**src/rtl/servant_rst_seq_pkg.sv**
```systemverilog
// Shared types and constants for the servant reset sequencer.
package servant_rst_seq_pkg;

    // Sequencer states; prefixed so they cannot collide with the STAGGER parameter.
    typedef enum logic [1:0] {
        ST_FILTER  = 2'd0,
        ST_HOLD    = 2'd1,
        ST_STAGGER = 2'd2,
        ST_RUN     = 2'd3
    } seq_state_t;

    localparam int unsigned LOSS_CNT_W = 8;

    // Largest of three values, never below 2, so $clog2 of it yields a usable width.
    function automatic int unsigned max3_min2(input int unsigned a,
                                              input int unsigned b,
                                              input int unsigned c);
        int unsigned m;
        m = 2;
        if (a > m) m = a;
        if (b > m) m = b;
        if (c > m) m = c;
        return m;
    endfunction

endpackage

```
**src/rtl/servant_rst_seq_sync2.sv**
```systemverilog
// Two-flop synchronizer for a single asynchronous input, reset to 0.
module servant_sync2 (
    input  logic clk,
    input  logic rst_n,
    input  logic d,
    output logic q
);

    logic meta;

    // Shift the async input through two flops to settle metastability.
    always_ff @(posedge clk or negedge rst_n) begin
        if (!rst_n) begin
            meta <= 1'b0;
            q    <= 1'b0;
        end else begin
            meta <= d;
            q    <= meta;
        end
    end

endmodule

```
**src/rtl/servant_rst_seq.sv**
```systemverilog
// Reset sequencer: filters PLL lock, then releases peripheral reset and,
// after a stagger, the CPU reset. Any lock loss re-enters reset.
// Optional LED status blinker enabled by SERVANT_RST_SEQ_STATUS_EN.
module servant_rst_seq
    import servant_rst_seq_pkg::*;
#(
    parameter int unsigned LOCK_FILT   = 16,
    parameter int unsigned HOLD_CYCLES = 1024,
    parameter int unsigned STAGGER     = 8,
    parameter int unsigned BLINK_LOG2  = 22
) (
    input  logic                  wb_clk,
    input  logic                  wb_rst_n,
    input  logic                  i_locked,
    output logic                  o_rst,
    output logic                  o_cpu_rst,
    output logic                  o_ready,
    output logic                  o_fault,
    output logic [LOSS_CNT_W-1:0] o_loss_cnt,
    output logic                  o_status
);

    localparam int unsigned CNT_W = $clog2(max3_min2(LOCK_FILT, HOLD_CYCLES, STAGGER));

    localparam logic [CNT_W-1:0] FILT_LAST = CNT_W'(LOCK_FILT - 1);
    localparam logic [CNT_W-1:0] HOLD_LAST = CNT_W'(HOLD_CYCLES - 1);
    localparam logic [CNT_W-1:0] STAG_LAST = CNT_W'((STAGGER == 0) ? 0 : STAGGER - 1);

    if (LOCK_FILT < 1 || HOLD_CYCLES < 1 || BLINK_LOG2 < 3) begin : g_bad_param
        $error("servant_rst_seq: LOCK_FILT and HOLD_CYCLES must be >= 1, BLINK_LOG2 >= 3");
    end

    logic                  lock_s;
    seq_state_t            state_q, state_d;
    logic [CNT_W-1:0]      cnt_q, cnt_d;
    logic                  rst_d, cpu_rst_d, ready_d, fault_d;
    logic [LOSS_CNT_W-1:0] loss_d;

    servant_sync2 u_lock_sync (
        .clk   (wb_clk),
        .rst_n (wb_rst_n),
        .d     (i_locked),
        .q     (lock_s)
    );

    // State, counter and all sequencer outputs are registered here.
    always_ff @(posedge wb_clk or negedge wb_rst_n) begin
        if (!wb_rst_n) begin
            state_q    <= ST_FILTER;
            cnt_q      <= '0;
            o_rst      <= 1'b1;
            o_cpu_rst  <= 1'b1;
            o_ready    <= 1'b0;
            o_fault    <= 1'b0;
            o_loss_cnt <= '0;
        end else begin
            state_q    <= state_d;
            cnt_q      <= cnt_d;
            o_rst      <= rst_d;
            o_cpu_rst  <= cpu_rst_d;
            o_ready    <= ready_d;
            o_fault    <= fault_d;
            o_loss_cnt <= loss_d;
        end
    end

    // Next-state and next-output logic; lock loss outside FILTER overrides everything.
    always_comb begin
        state_d   = state_q;
        cnt_d     = cnt_q;
        rst_d     = o_rst;
        cpu_rst_d = o_cpu_rst;
        ready_d   = o_ready;
        fault_d   = o_fault;
        loss_d    = o_loss_cnt;

        case (state_q)
            ST_FILTER: begin
                if (!lock_s) begin
                    cnt_d = '0;
                end else if (cnt_q == FILT_LAST) begin
                    state_d = ST_HOLD;
                    cnt_d   = '0;
                end else begin
                    cnt_d = cnt_q + CNT_W'(1);
                end
            end
            ST_HOLD: begin
                if (cnt_q == HOLD_LAST) begin
                    cnt_d = '0;
                    rst_d = 1'b0;
                    if (STAGGER == 0) begin
                        state_d   = ST_RUN;
                        cpu_rst_d = 1'b0;
                        ready_d   = 1'b1;
                    end else begin
                        state_d = ST_STAGGER;
                    end
                end else begin
                    cnt_d = cnt_q + CNT_W'(1);
                end
            end
            ST_STAGGER: begin
                if (cnt_q == STAG_LAST) begin
                    state_d   = ST_RUN;
                    cnt_d     = '0;
                    cpu_rst_d = 1'b0;
                    ready_d   = 1'b1;
                end else begin
                    cnt_d = cnt_q + CNT_W'(1);
                end
            end
            ST_RUN: begin
                cnt_d = '0;
            end
            default: begin
                state_d = ST_FILTER;
                cnt_d   = '0;
            end
        endcase

        if (state_q != ST_FILTER && !lock_s) begin
            state_d   = ST_FILTER;
            cnt_d     = '0;
            rst_d     = 1'b1;
            cpu_rst_d = 1'b1;
            ready_d   = 1'b0;
            if (o_loss_cnt != '1) begin
                loss_d = o_loss_cnt + LOSS_CNT_W'(1);
            end
            if (state_q == ST_RUN) begin
                fault_d = 1'b1;
            end
        end
    end

`ifdef SERVANT_RST_SEQ_STATUS_EN
    logic [BLINK_LOG2-1:0] blink_q;
    logic                  status_q;
    logic                  slow_tick;
    logic                  fast_tick;

    assign slow_tick = &blink_q;
    assign fast_tick = &blink_q[BLINK_LOG2-3:0];

    // Free-running blink counter; slow blink while sequencing, steady on in
    // healthy RUN, fast blink in RUN after a fault.
    always_ff @(posedge wb_clk or negedge wb_rst_n) begin
        if (!wb_rst_n) begin
            blink_q  <= '0;
            status_q <= 1'b0;
        end else begin
            blink_q <= blink_q + BLINK_LOG2'(1);
            if (state_q == ST_RUN) begin
                if (!o_fault) begin
                    status_q <= 1'b1;
                end else if (fast_tick) begin
                    status_q <= ~status_q;
                end
            end else if (slow_tick) begin
                status_q <= ~status_q;
            end
        end
    end

    assign o_status = status_q;
`else
    assign o_status = 1'b0;
`endif

endmodule

```
**config.mk**
```make
export PLATFORM = sky130hd
export DESIGN_NAME = servant_rst_seq
export DESIGN_NICKNAME = d
export VERILOG_FILES = /design/src/rtl/servant_rst_seq_pkg.sv /design/src/rtl/servant_rst_seq_sync2.sv /design/src/rtl/servant_rst_seq.sv
export SDC_FILE = /design/constraint.sdc
export NUM_CORES = 1
export LEC_CHECK = 0
export ABC_AREA = 1
export CORE_AREA = 8 8 59 61
export CTS_BUF_LIST = sky130_fd_sc_hd__clkbuf_8
export DETAILED_ROUTE_END_ITERATION = 16
export DIE_AREA = 0 0 67 69
export PLACE_DENSITY_LB_ADDON = 0.12
export SYNTH_ARGS = -nofsm -noshare
export SYNTH_HDL_FRONTEND = slang
export SYNTH_HIERARCHICAL = 1
export SYNTH_SLANG_ARGS = --single-unit
```
**constraint.sdc**
```tcl
create_clock -name wb_clk -period 2.28 [get_ports wb_clk]
set_clock_uncertainty 0.1 [all_clocks]
set_input_delay 0.456 -clock wb_clk [delete_from_list [all_inputs] [get_ports wb_clk]]
set_output_delay 0.456 -clock wb_clk [all_outputs]
set_load 0.005 [all_outputs]
```
==> results.tsv <==
metric	value	unit
top_layer_used	met4	
critPathRequiredTime	1720	ps
num_io_pins	16	
drv_cap	0	
htree_levels	1	
seq_area_frac_synth	46.5	%
synth_common_cells	nand2_1, dfrtp_1, inv_1	
final_layout_size_suffix_gt1_share	9.89	%
crit-reg2reg-launch	state_q[0]$_DFFE_PN0P_	
numCtsBuffers	3	
critical_path_buf_inv_count	1	
finalCritPeriodShare	81.5	%
gr-usage-all-layers	12.0	%
via_per_inst	5.04	
setup_violations	0	
synth.top_cell.area_share	42.7	%
die_h	69	um
worstSetupPathType	flop to output pin	
cp_slowest_cell	dfstp_2	
grt_max_degree	27	
synth-edff-count	0	
ant_nets	0	
clkTransAtPathRegs	90	ps
clkPwrFrac	18.6	%
cts_tree	built	
power.density	956	nW/um^2
reg2reg_depth	7	
start_kind	flop	
die-area	4620	um^2
max_stage_delay	540	ps
place_area	1580	um^2
pwr-share-comb	38.8	%
clockBufferDepth	2	
clock-sinks	26	
ys_types	26	
insertion_delay	260	ps
critPathArrivalTime	1300	ps
hpwl	1.96	mm
wl_met3	106	um
antenna_found_initial	0	
yosysWarnings	6	
p_sw	0.564	mW
pwr-share-seq	42.6	%
outcome	completed	
whs_endpoint	u_lock_sync/q$_DFF_PN0_	
die_x	67	um
netlist_area	1410	um^2
wl_met1	1.25	mm
power	1.57	mW
crit_chain	clkdlybuf4s50_1	
reg2reg_to	o_loss_cnt[3]$_DFFE_PN0P_	
port_buffers	14	
dr.pass1.iters	4	
postCtsSetupBuffers	0	
ys_dominant_reg_cell	dfrtp_1	
yosysTopAreaCell	dfrtp_1	
hold_viol_final	0	
reg2reg_slack	450	ps
cts-resized-gates	0	
cts_root_buf	clkbuf_8	
synth_area_leaders	dfrtp_1, nand2_1, xor2_1	
leakagePower	0.783	nW
vias	1073	
holdWs	265	ps
critical-path-top-delay-family	flip-flops	
nets	192	
drv_slew	0	
min_delay_path_depth	0	
final_area	1640	um^2
hold_buffers	0	
grt_pass1_vias	1002	
synth_area_per_cell	8.57	um^2
syn_inst	164	
fillCellCount	245	
wl_per_cell	12.0	um
grt_pass1_wl	4.51	mm
min_from	u_lock_sync/meta$_DFF_PN0_	
gp_congestion	0.844	
yosysMostFrequentCell	nand2_1	
n_antenna_cell	0	
hp-class	flop to flop	
finalSetupTns	0	ps
coreArea	2620	um^2
synth_nets	173	
num_rows	19	
fin_util	62.7	%
crit_path_end_kind	output pin	
rsz0062_at_grt	false	
vdd_drop_max	0.779	mV
crit_path_max_fanout	2	
gr-total-overflow	0	
start_util	53.7	%
synth-seq-cells	26	
drc	0	
synthArstFlopShare	100	%
area_growth	16.7	%
drtIter0Drc	51	
fmax	538	MHz
wl_met2	1.15	mm
switching_share	36.0	%
internal_power	1.00	mW
wirelength	2.55	mm
min_period	1860	ps
[power by group through the flow]
stage / clock network, mW / logic (mW) / registers, mW
finish: 0.292 / 0.607 / 0.668
global route: 0.324 / 0.699 / 0.688
CTS: 0.303 / 0.616 / 0.670
detailed placement: 0 / 0.610 / 0.676
global placement: 0 / 0.598 / 0.676
floorplan: 0 / 0.378 / 0.668
[layout by cell type (no fill, tap or decap)]
| cell | instances |
|---|---|
| nand2_1 | 40 |
| dfrtp_1 | 24 |
| inv_1 | 20 |
| nor2_1 | 18 |
| clkdlybuf4s50_1 | 14 |
| nand3_1 | 10 |
| xor2_1 | 10 |
| ha_1 | 6 |
| nand4_1 | 5 |
| nand3b_1 | 4 |
| xnor2_1 | 4 |
| o21ai_0 | 4 |
| clkbuf_8 | 4 |
| nand2_2 | 2 |
| nor2_2 | 2 |
| nor3_1 | 2 |
| dfstp_2 | 2 |
| o21bai_2 | 1 |
| nor2_4 | 1 |
| nand4_2 | 1 |
| nand3_2 | 1 |
| nand2_4 | 1 |
| o211ai_1 | 1 |
| inv_2 | 1 |
| a21o_1 | 1 |
| a21oi_2 | 1 |
| conb_1 | 1 |
| buf_4 | 1 |
[stage by stage]
step           cells  setup WS (ps)
2_1_floorplan    164            666
3_3_place_gp     209            545
3_5_place_dp     209            449
4_1_cts          213            403
5_1_grt          213            245
6_report         213            422
[area by class of cell]
type | instances | area, um^2 | area share (%)
repair buffers | 15 | 148 | 9.01
flip-flops and latches | 26 | 653 | 39.8
clock buffers | 4 | 55.1 | 3.36
well taps | 31 | 38.8 | 2.37
multi-input cells | 116 | 666 | 40.6
inverters | 21 | 78.8 | 4.81
[kinds of logic after synthesis]
family / synth area share [%]
other: 0.267
adder cells (fa/ha/maj): 5.34
XOR/XNOR: 8.73
buffers and inverters: 6.14
AND/OR/NAND/NOR: 29.1
flip-flops: 46.5
AO/OA/AOI/OAI: 3.92
[state kept, by name, summed over array words and instances (netlist names)]
signal,flops
u_lock_sync/q,1
cnt_q,10
state_q,2
o_rst,1
o_ready,1
u_lock_sync/meta,1
o_cpu_rst,1
o_fault,1
o_loss_cnt,8
[worst max path at each step]
stage,start,to,slack [ps],cells past startpoint
after global placement,state_q[0]$_DFFE_PN0P_,o_loss_cnt[4]$_DFFE_PN0P_,550,8
after detailed placement,state_q[0]$_DFFE_PN0P_,o_loss_cnt[3]$_DFFE_PN0P_,450,7
after floorplan,state_q[0]$_DFFE_PN0P_,o_loss_cnt[3]$_DFFE_PN0P_,670,7
after global routing,state_q[0]$_DFFE_PN0P_,o_loss_cnt[4]$_DFFE_PN0P_,240,8
final,o_cpu_rst$_DFFE_PN1P_,o_cpu_rst,420,1
after CTS,o_cpu_rst$_DFFE_PN1P_,o_cpu_rst,400,1
[per-layer routing]
layer / track usage (%) / vias up
li1: - / 547
met5: 0 / -
met4: 4.19 / 0
met2: 18.4 / 17
met1: 15.6 / 505
met3: 3.23 / 4
Note: power is estimated with default switching activity, not from simulation.
